## src/rtl/traffic_pkg.sv

```systemverilog
// traffic_pkg: shared width default, 7-segment constants, digit indices and decoder
// Segment encoding is {g,f,e,d,c,b,a}, active-high.
package traffic_pkg;
  localparam int TIME_W_DEF = 7;
  localparam logic [6:0] SEG_0 = 7'h3F;
  localparam logic [6:0] SEG_1 = 7'h06;
  localparam logic [6:0] SEG_2 = 7'h5B;
  localparam logic [6:0] SEG_3 = 7'h4F;
  localparam logic [6:0] SEG_4 = 7'h66;
  localparam logic [6:0] SEG_5 = 7'h6D;
  localparam logic [6:0] SEG_6 = 7'h7D;
  localparam logic [6:0] SEG_7 = 7'h07;
  localparam logic [6:0] SEG_8 = 7'h7F;
  localparam logic [6:0] SEG_9 = 7'h6F;
  localparam logic [6:0] SEG_BLANK = 7'h00;
  localparam logic [1:0] DIG_NS_ONES = 2'd0;
  localparam logic [1:0] DIG_NS_TENS = 2'd1;
  localparam logic [1:0] DIG_EW_ONES = 2'd2;
  localparam logic [1:0] DIG_EW_TENS = 2'd3;

  function automatic logic [6:0] seg7_decode(input logic [3:0] n);
    case (n)
      4'd0: return SEG_0;
      4'd1: return SEG_1;
      4'd2: return SEG_2;
      4'd3: return SEG_3;
      4'd4: return SEG_4;
      4'd5: return SEG_5;
      4'd6: return SEG_6;
      4'd7: return SEG_7;
      4'd8: return SEG_8;
      4'd9: return SEG_9;
      default: return SEG_BLANK;
    endcase
  endfunction
endpackage

```

## src/rtl/traffic_countdown_display_if.sv

```systemverilog
// traffic_countdown_display_if: display bus between traffic controller and display
// master drives ce/timeLeftNS/timeLeftEW and reads seg/an; slave is the display.
interface traffic_countdown_display_if import traffic_pkg::*; #(
  parameter int TIME_W = TIME_W_DEF
);
  logic ce;
  logic [TIME_W-1:0] timeLeftNS;
  logic [TIME_W-1:0] timeLeftEW;
  logic [6:0] seg;
  logic [3:0] an;
  modport master (output ce, timeLeftNS, timeLeftEW, input seg, an);
  modport slave (input ce, timeLeftNS, timeLeftEW, output seg, an);
endinterface

```

## src/rtl/bin2bcd_seq.sv

```systemverilog
// bin2bcd_seq: clamp to 99 then 7-iteration shift-add-3 binary to 2-digit BCD
// Ports: clk, rst (async, active-high), start (load bin), bin, busy, done (last
// shift this cycle), bcd (valid once busy drops).
module bin2bcd_seq import traffic_pkg::*; #(
  parameter int TIME_W = TIME_W_DEF
) (
  input  logic              clk,
  input  logic              rst,
  input  logic              start,
  input  logic [TIME_W-1:0] bin,
  output logic              busy,
  output logic              done,
  output logic [7:0]        bcd
);
  logic [6:0] val_q;
  logic [7:0] bcd_q, adj;
  logic [2:0] cnt_q;
  assign adj = {(bcd_q[7:4] >= 4'd5) ? bcd_q[7:4] + 4'd3 : bcd_q[7:4],
                (bcd_q[3:0] >= 4'd5) ? bcd_q[3:0] + 4'd3 : bcd_q[3:0]};
  assign busy = cnt_q != 3'd0;
  assign done = cnt_q == 3'd1;
  assign bcd = bcd_q;
  always_ff @(posedge clk or posedge rst) begin
    if (rst) begin
      val_q <= '0;
      bcd_q <= '0;
      cnt_q <= '0;
    end else if (start) begin
      val_q <= (bin > TIME_W'(99)) ? 7'd99 : 7'(bin);
      bcd_q <= '0;
      cnt_q <= 3'd7;
    end else if (busy) begin
      bcd_q <= {adj[6:0], val_q[6]};
      val_q <= {val_q[5:0], 1'b0};
      cnt_q <= cnt_q - 3'd1;
    end
  end
endmodule

```

## src/rtl/traffic_countdown_display.sv

```systemverilog
// traffic_countdown_display: 4-digit multiplexed 7-segment countdown display
// Ports: counter (clock), rst (async, active-high), bus (slave: ce, timeLeftNS,
// timeLeftEW in; seg, an out, both registered). an[0..3] = NS ones, NS tens,
// EW ones, EW tens. Define TRAFFIC_DISP_LZB_EN to blank zero tens digits.
module traffic_countdown_display import traffic_pkg::*; #(
  parameter int TIME_W = TIME_W_DEF,
  parameter int SCAN_DIV = 16
) (
  input logic counter,
  input logic rst,
  traffic_countdown_display_if.slave bus
);
  localparam int DW = $clog2(SCAN_DIV);
  localparam logic [2:0] IDLE = 3'd0;
  localparam logic [2:0] LOAD_NS = 3'd1;
  localparam logic [2:0] SHIFT_NS = 3'd2;
  localparam logic [2:0] LOAD_EW = 3'd3;
  localparam logic [2:0] SHIFT_EW = 3'd4;
  localparam logic [2:0] COMMIT = 3'd5;
  logic [DW-1:0] div_q;
  logic [1:0] idx_q;
  logic [2:0] state_q, state_d;
  logic [7:0] ns_q, bcd;
  logic [15:0] disp_q;
  logic [6:0] seg_q, seg_d;
  logic [3:0] an_q, nib;
  logic tc, frame, start, busy, done;
  assign tc = div_q == DW'(SCAN_DIV - 1);
  assign frame = tc && idx_q == DIG_EW_TENS;
  assign start = state_q == LOAD_NS || state_q == LOAD_EW;
  always_comb
    state_d = (state_q == IDLE)     ? (frame ? LOAD_NS : IDLE) :
              (state_q == LOAD_NS)  ? SHIFT_NS :
              (state_q == SHIFT_NS) ? (done ? LOAD_EW : SHIFT_NS) :
              (state_q == LOAD_EW)  ? SHIFT_EW :
              (state_q == SHIFT_EW) ? (done ? COMMIT : SHIFT_EW) : IDLE;
  bin2bcd_seq #(.TIME_W(TIME_W)) u_bcd (
    .clk(counter), .rst(rst), .start(start),
    .bin(state_q == LOAD_NS ? bus.timeLeftNS : bus.timeLeftEW),
    .busy(busy), .done(done), .bcd(bcd)
  );
  assign nib = disp_q[{idx_q, 2'b00} +: 4];
`ifdef TRAFFIC_DISP_LZB_EN
  assign seg_d = ((idx_q == DIG_NS_TENS || idx_q == DIG_EW_TENS) && nib == 4'd0) ? SEG_BLANK : seg7_decode(nib);
`else
  assign seg_d = seg7_decode(nib);
`endif
  // NS result is parked in ns_q while the converter is reused for EW, so both
  // halves of the display always come from the same frame.
  always_ff @(posedge counter or posedge rst) begin
    if (rst) begin
      div_q <= '0;
      idx_q <= '0;
      state_q <= IDLE;
      ns_q <= '0;
      disp_q <= '0;
      an_q <= '0;
      seg_q <= SEG_BLANK;
    end else begin
      div_q <= tc ? '0 : div_q + DW'(1);
      idx_q <= idx_q + 2'(tc);
      state_q <= state_d;
      if (state_q == LOAD_EW) ns_q <= bcd;
      if (state_q == COMMIT) disp_q <= {bcd, ns_q};
      an_q <= bus.ce ? 4'b0001 << idx_q : 4'b0000;
      seg_q <= bus.ce ? seg_d : SEG_BLANK;
    end
  end
  assign bus.an = an_q;
  assign bus.seg = seg_q;
  a_frame_idle: assert property (@(posedge counter) disable iff (rst) frame |-> (state_q == IDLE && !busy));
endmodule

```

## src/flat_wrapper.sv

```systemverilog
// flat-port wrapper written by rule: the top's interface ports become plain ports
module traffic_countdown_display_flat import traffic_pkg::*;
#(
  parameter int TIME_W = TIME_W_DEF,
  parameter int SCAN_DIV = 16
)
  (counter, rst, bus_ce, bus_timeLeftNS, bus_timeLeftEW, bus_seg, bus_an);
  traffic_countdown_display_if #(.TIME_W(TIME_W)) bus_i ();
  input logic counter;
  input logic rst;
  input wire logic [$bits(bus_i.ce)-1:0] bus_ce;
  input wire logic [$bits(bus_i.timeLeftNS)-1:0] bus_timeLeftNS;
  input wire logic [$bits(bus_i.timeLeftEW)-1:0] bus_timeLeftEW;
  output wire logic [$bits(bus_i.seg)-1:0] bus_seg;
  output wire logic [$bits(bus_i.an)-1:0] bus_an;
  assign bus_i.ce = bus_ce;
  assign bus_i.timeLeftNS = bus_timeLeftNS;
  assign bus_i.timeLeftEW = bus_timeLeftEW;
  assign bus_seg = bus_i.seg;
  assign bus_an = bus_i.an;
  traffic_countdown_display #(.TIME_W(TIME_W), .SCAN_DIV(SCAN_DIV)) u_core (.counter(counter), .rst(rst), .bus(bus_i));
endmodule
```

## config.mk

```make
export PLATFORM = sky130hd
export DESIGN_NAME = traffic_countdown_display_flat
export DESIGN_NICKNAME = d
export VERILOG_FILES = /design/src/rtl/traffic_pkg.sv /design/src/rtl/traffic_countdown_display_if.sv /design/src/rtl/bin2bcd_seq.sv /design/src/rtl/traffic_countdown_display.sv /design/src/flat_wrapper.sv
export SDC_FILE = /design/constraint.sdc
export NUM_CORES = 1
export LEC_CHECK = 0
export BUFFER_PORTS_ARGS = -buffer_cell sky130_fd_sc_hd__buf_2
export CORE_MARGIN = 8
export CORE_UTILIZATION = 40
export CTS_CLUSTER_SIZE = 10
export DETAILED_ROUTE_END_ITERATION = 8
export PLACE_DENSITY = 0.65
export REMOVE_ABC_BUFFERS = 1
export SLEW_MARGIN = 0
export SYNTH_ARGS = -nofsm -noshare
export SYNTH_HDL_FRONTEND = slang
export SYNTH_SLANG_ARGS = --single-unit
```

## constraint.sdc

```tcl
create_clock -name counter -period 3.8 [get_ports counter]
set_clock_uncertainty 0.2 [all_clocks]
set_input_delay 0.95 -clock counter [delete_from_list [all_inputs] [get_ports counter]]
set_output_delay 0.95 -clock counter [all_outputs]
set_load 0.005 [all_outputs]
```

**Word-level counts from Yosys, hierarchy flattened**

Memory sizes are Yosys's and may differ from the RTL's.
Index checks and enable logic that the tools add are counted.

- Memories kept: 1
- Output and inout port bits: 11
- Memory bits (read-only): 112
- Bits in registers: 62

Memory list:

| name | depth | bits a word | read ports | clocked after Yosys merged registers in | wr ports | line | RTL |
|---|---|---|---|---|---|---|---|
| (name not given) | 16 | 7 | 1 | 0 | 0 | traffic_pkg.sv:22 | `case (n)` |

- Mux-type cells: 21
- Reductions and logical operators: 5
- Magnitude comparators: 3
- Add/subtract/negate cells: 5
- Shift operators: 2
- Equal/unequal tests: 8

Operator list:

| kind | count |
|---|---|
| $mux 7 | 5 |
| $mux 3 | 8 |
| $mux 8 | 2 |
| $shiftx 16x5->4 | 1 |
| $mux 4 | 3 |
| $ge 4x3->1 const B | 2 |
| $gt 7x7->1 const B | 1 |
| $eq 3x1->1 const B | 2 |
| $eq 3x2->1 const B | 2 |
| $eq 3x3->1 const B | 2 |
| $add 4x1->4 const B | 1 |
| $add 4x2->4 const B | 1 |
| $eq 4x4->1 const B | 1 |
| $shl 1x2->4 const A | 1 |
| $add 3x2->3 const B | 1 |
| $logic_not 3->1 | 1 |
| $mux 1 | 3 |
| $reduce_bool 3->1 | 1 |
| $sub 3x1->3 const B | 1 |
| $add 2x1->2 | 1 |
| $eq 2x2->1 const B | 1 |
| $reduce_bool 2->1 | 1 |
| $logic_and 1x1->1 | 1 |
| $logic_or 1x1->1 | 1 |

**Longest topological paths before layout**

- Depth after elaboration: 7
- Mapped depth: 7

**Cells and area by module**

From an unflattened synthesis, not the netlist that was laid out.

- Cells, all modules: 263
- Area total of the unflattened synthesis: 3090.5 um^2

By module, submodules not included:

| module | area an instance (um^2) | cells each | times used |
|---|---|---|---|
| traffic_countdown_display | 2004.4 | 148 | 1 |
| bin2bcd_seq | 1086.0 | 115 | 1 |

**Worst setup path before layout**

Ideal clock, no wire load.

- Kind: input to register
- Start: in bus_timeLeftEW[4]
- End: reg u_core.u_bcd.val_q[1]
- Buffers on the path: 0
- Library setup time: 0.138 ns
- Cell stages on the path: 4
- Arrival time: 1.751 ns
- Path slack: 1.711 ns
- Cell sequence: o311ai_0 > nor2_1 > a211oi_1 > a211oi_1

- Longest elaborated chain between the ends: 4

RTL lines:

| element | line | RTL |
|---|---|---|
| start: declaration | flat_wrapper.sv:13 | `input wire logic [$bits(bus_i.timeLeftEW)-1:0] bus_timeLeftEW;` |
| $mux 7 | traffic_countdown_display.sv:39 | `.bin(state_q == LOAD_NS ? bus.timeLeftNS : bus.timeLeftEW),` |
| $gt 7x7->1 | bin2bcd_seq.sv:29 | `val_q <= (bin > TIME_W'(99)) ? 7'd99 : 7'(bin);` |
| $mux 7 | bin2bcd_seq.sv:29 |  |
| $mux 7 | bin2bcd_seq.sv:28 | `end else if (start) begin` |
| end signal: assignment | bin2bcd_seq.sv:29 |  |
| end signal: assignment | bin2bcd_seq.sv:34 | `val_q <= {val_q[5:0], 1'b0};` |
| end: declaration | bin2bcd_seq.sv:15 | `logic [6:0] val_q;` |

No other way between the ends.
A chain may end at the register's enable or synchronous reset.

**Worst setup path after layout**

- Start: reg u_core.idx_q[0]
- End: reg u_core.seg_q[3] (netlist: u_core.bus.seg[3])

- Longest elaborated chain between the ends: 3

RTL lines:

| element | line | RTL |
|---|---|---|
| start: declaration | traffic_countdown_display.sv:21 | `logic [1:0] idx_q;` |
| start signal: assignment | traffic_countdown_display.sv:61 | `idx_q <= idx_q + 2'(tc);` |
| $shiftx 16x5->4 | traffic_countdown_display.sv:42 | `assign nib = disp_q[{idx_q, 2'b00} +: 4];` |
| $mem_v2 16x7 | n/a |  |
| $mux 7 | traffic_countdown_display.sv:66 | `seg_q <= bus.ce ? seg_d : SEG_BLANK;` |
| end signal: assignment | traffic_countdown_display.sv:66 |  |
| end: declaration | traffic_countdown_display.sv:25 | `logic [6:0] seg_q, seg_d;` |

No other way between the ends.

==> out/results.tsv <==
stage	metric	value	unit
outcome	status	complete, no violations	
synth	Synth Flop Type	dfrtp_1	
pwr	IR drop worst, VDD	0.133	mV
detailed_routing	detail-routed via count per cell	5.08	
cells_and_area	nets	316	
critical_path	crit path max fanout	11	
critical_path	highest cell delay on the worst timing path	0.65	ns
placement	dpl hpwl	3.74	mm
placement	port bufs	27	
floorplanning	Initial Util	0.411	
clock_network	CTS resizes	0	
detailed_routing	remaining antenna violation count	0	
sta	Post-Route Setup TNS	0	ns
floorplanning	boundary pin count	28	
critical_path	CP arrival	2.25	ns
sta	max-slew violations	0	
sta	Slew HR	0.426	
floorplanning	row cnt	31	
sta	RSZ-0062 raised after global routing	no	
cells_and_area	layout cells sized above 1	0.194	
pwr	leakage	1.58	nW
sta	Final period util	0.585	
critical_path	critical path's slowest cell	mux4_2	
detailed_routing	routed wire length per instance	13.4	um
critical_path	CP startpoint kind	flip-flop	
floorplanning	Die Height	102	um
floorplanning	Die Wd	102	um
pwr	clock network fraction of design power	0.404	
run	Max Cap Viol	0	
synth	Synth Instances	257	
critical_path	Critical Path Source	u_core.idx_q[0]	
critical_path	Crit. End Element	flip-flop	
grt	number of global-route vias before repair	2034	
clock_network	clock sink count	62	
clock_network	CTS clk-pin slew, worst paths	0.07	ns
clock_network	CTS root buffer	clkbuf_8	
critical_path	crit-path cells	mux4_2, inv_1, ha_1, mux2i_1, a21oi_1	
grt	Overflow after GRT	0	
synth	Yosys top cell area share	0.523	
placement	Post-Place Cells	372	
synth	Netlist cell types	48	
critical_path	Critical Path Sink	u_core.bus.seg[3]	
sta	worst-margin pin slew	0.858	ns
sta	Final Hold Fails	0	
critical_path	CP Class	reg2reg	
pwr	sw frac	0.226	
pwr	Power Density	355	nW/um^2
sta	final setup violation count	0	
critical_path	Worst R2R Start	u_core.idx_q[0]	
synth	Ys Warns	0	
critical_path	reg2reg end	u_core.bus.seg[3]	
clock_network	later-pin clock latency in the skew report	0.34	ns
clock_network	CTS tree	done	
grt	first-pass GRT wire length	9.29	mm
synth	Synth area leaders	dfrtp_1 (52%), ha_1 (6.3%), mux2_1 (6.1%)	
cells_and_area	Non-Filler Instances	388	
synth	register area share after synthesis	0.523	
detailed_routing	via count	1972	
critical_path	crit-path leading delay family	multiplexers	
synth	mean post-synth cell area	11.5	sq um
pwr	Comb pwr share	0.032	
detailed_routing	DRC errors left	0	
pwr	P_sw	0.000267	W
detailed_routing	DRT Wirelength	5.21	mm
grt	pin count of the biggest net entering global routing	63	
critical_path	CP Depth	5	
pwr	Reg power frac	0.564	
placement	global placement routability congestion	0.763	
sta	Fmax	450	MHz
clock_network	total CTS buffers	9	
cells_and_area	Area growth syn-to-layout	12.2	%
synth	Yosys top cell by area	dfrtp_1	
floorplanning	Die Area	10400	sq um
min_path	hold crit path type	reg2reg	
synth	cell area after synthesis	2970	sq um
grt	initial antenna violation count	0	
clock_network	Max Root-Sink Buffers	2	
detailed_routing	first drt pass iteration count	4	
critical_path	worst reg2reg path depth	5	
clock_network	H-tree depth	3	
critical_path	WP buf/inv	1	
synth	synthesized flop and latch total	62	
synth	number of flops mapped to enable cells by yosys	0	
clock_network	Post-CTS Setup Bufs	0	
clock_network	hold_buf cts	0	
grt	overall routing resource usage	0.114	
critical_path	flop2flop setup slack	1.58	ns
synth	async set-reset flop share out of synthesis	1.00	
cells_and_area	ant diodes	0	
pwr	internal power	0.000914	W
critical_path	CP required	3.83	ns
detailed_routing	initial DRC count	55	
floorplanning	Core Area	7210	sq um
sta	fin crit period	2.22	ns
-- worst min path at each step --
stage                                  end  cells past startpoint  slack [ns]        startpoint
after CTS                 u_core.disp_q[9]                      2        0.29  u_core.disp_q[9]
after global placement    u_core.disp_q[8]                      2        0.26  u_core.disp_q[8]
final                       u_core.ns_q[4]                      2        0.28    u_core.ns_q[4]
after global routing      u_core.disp_q[8]                      2        0.30  u_core.disp_q[8]
after detailed placement  u_core.disp_q[9]                      2        0.27  u_core.disp_q[9]
after floorplan            u_core.div_q[3]                      1        0.24   u_core.div_q[3]
-- synthesized netlist by cell type, types with 2 or more instances --
cell type / n
xnor2_1: 4
mux2i_1: 9
o21ai_0: 13
a22o_1: 5
clkbuf_1: 4
and3_1: 2
nor2b_1: 2
a221oi_1: 2
mux2_1: 16
buf_2: 7
nand3_1: 4
ha_1: 15
a21oi_1: 10
nand2b_1: 4
nor3b_1: 2
nand2_1: 19
xor2_1: 3
a22oi_1: 2
nor2_1: 15
dfrtp_1: 62
o22ai_1: 2
inv_1: 12
buf_6: 2
a211oi_1: 2
mux4_2: 4
mux2_2: 2
a32o_1: 2
o31ai_1: 3
o21ai_1: 9
-- metal layers --
| metal | vias up | wire, um | global-route usage |
|---|---|---|---|
| met5 | - | 0 | 0 |
| met4 | 0 | 48 | 0.0440 |
| met2 | 39 | 2440 | 0.181 |
| li1 | 966 | - | - |
| met1 | 962 | 2420 | 0.134 |
| met3 | 5 | 303 | 0.0497 |
-- final cells by class --
class	count	area, sq um
fill	696	3890
sequential	62	1550
multi-input combinational	169	1290
timing repair buffer	29	150
clock buffer	12	135
tap	99	124
inverter	13	48.8
clock inverter	4	23.8
-- placed cells by master, fill, tap and decap left out, drive strengths merged, types with 5 or more instances in the layout --
master  netlist  layout
dfrtp        62      62
buf           9      29
o21ai        23      23
nand2        20      20
mux2         18      18
nor2         15      15
ha           15      15
inv          13      13
clkbuf        4      12
a21oi        11      11
mux2i         9       9
a22o          5       5
-- worst register-to-register path, stage by stage (launching register included) --
cell	delay, ns
dfrtp_1	0.63
mux4_2	0.65
inv_1	0.14
ha_1	0.27
mux2i_1	0.14
a21oi_1	0.08
-- through the flow --
| step | power [W] | hold slack (ns) | area (sq um) | utilization | worst slack [ns] |
|---|---|---|---|---|---|
| floorplan | 0.000698 | 0.242 | 2890 | - | 1.11 |
| global placement | 0.000718 | 0.255 | 3170 | 0.439 | 1.53 |
| detailed placement | 0.000718 | 0.271 | 3170 | 0.439 | 1.52 |
| CTS | 0.00121 | 0.286 | 3330 | 0.461 | 1.54 |
| global route | 0.00124 | 0.295 | 3330 | 0.461 | 1.45 |
| finish | 0.00118 | 0.281 | 3330 | 0.461 | 1.58 |
-- sequential cells by signal, indices dropped and copies added, names as in the netlist --
signal and count:
u_core.ns_q 8, u_core.disp_q 16, u_core.state_q 3, u_core.u_bcd.cnt_q 3, u_core.u_bcd.val_q 7, u_core.bus.seg 7
u_core.idx_q 2, u_core.bus.an 4, u_core.div_q 4, u_core.u_bcd.bcd 8
-- cell families (layout without fill, tap and decap cells) --
family,count (synthesis),count (layout),synth area share
AND/OR/NAND/NOR,56,56,0.0903
adder cells (fa/ha/maj),15,15,0.0633
multiplexers,31,31,0.129
flip-flops,62,62,0.523
AO/OA/AOI/OAI,60,60,0.132
XOR/XNOR,7,7,0.0207
buffers and inverters,26,58,0.0409
-- power by group through the flow --
stage	logic (W)	registers, W	clock network [W]
detailed placement	0.0000395	0.000679	0
floorplan	0.0000184	0.000679	0
global placement	0.0000391	0.000679	0
CTS	0.0000397	0.000666	0.000499
global route	0.0000441	0.000666	0.000527
finish	0.0000380	0.000666	0.000477
(Power assumes the default switching activity.)
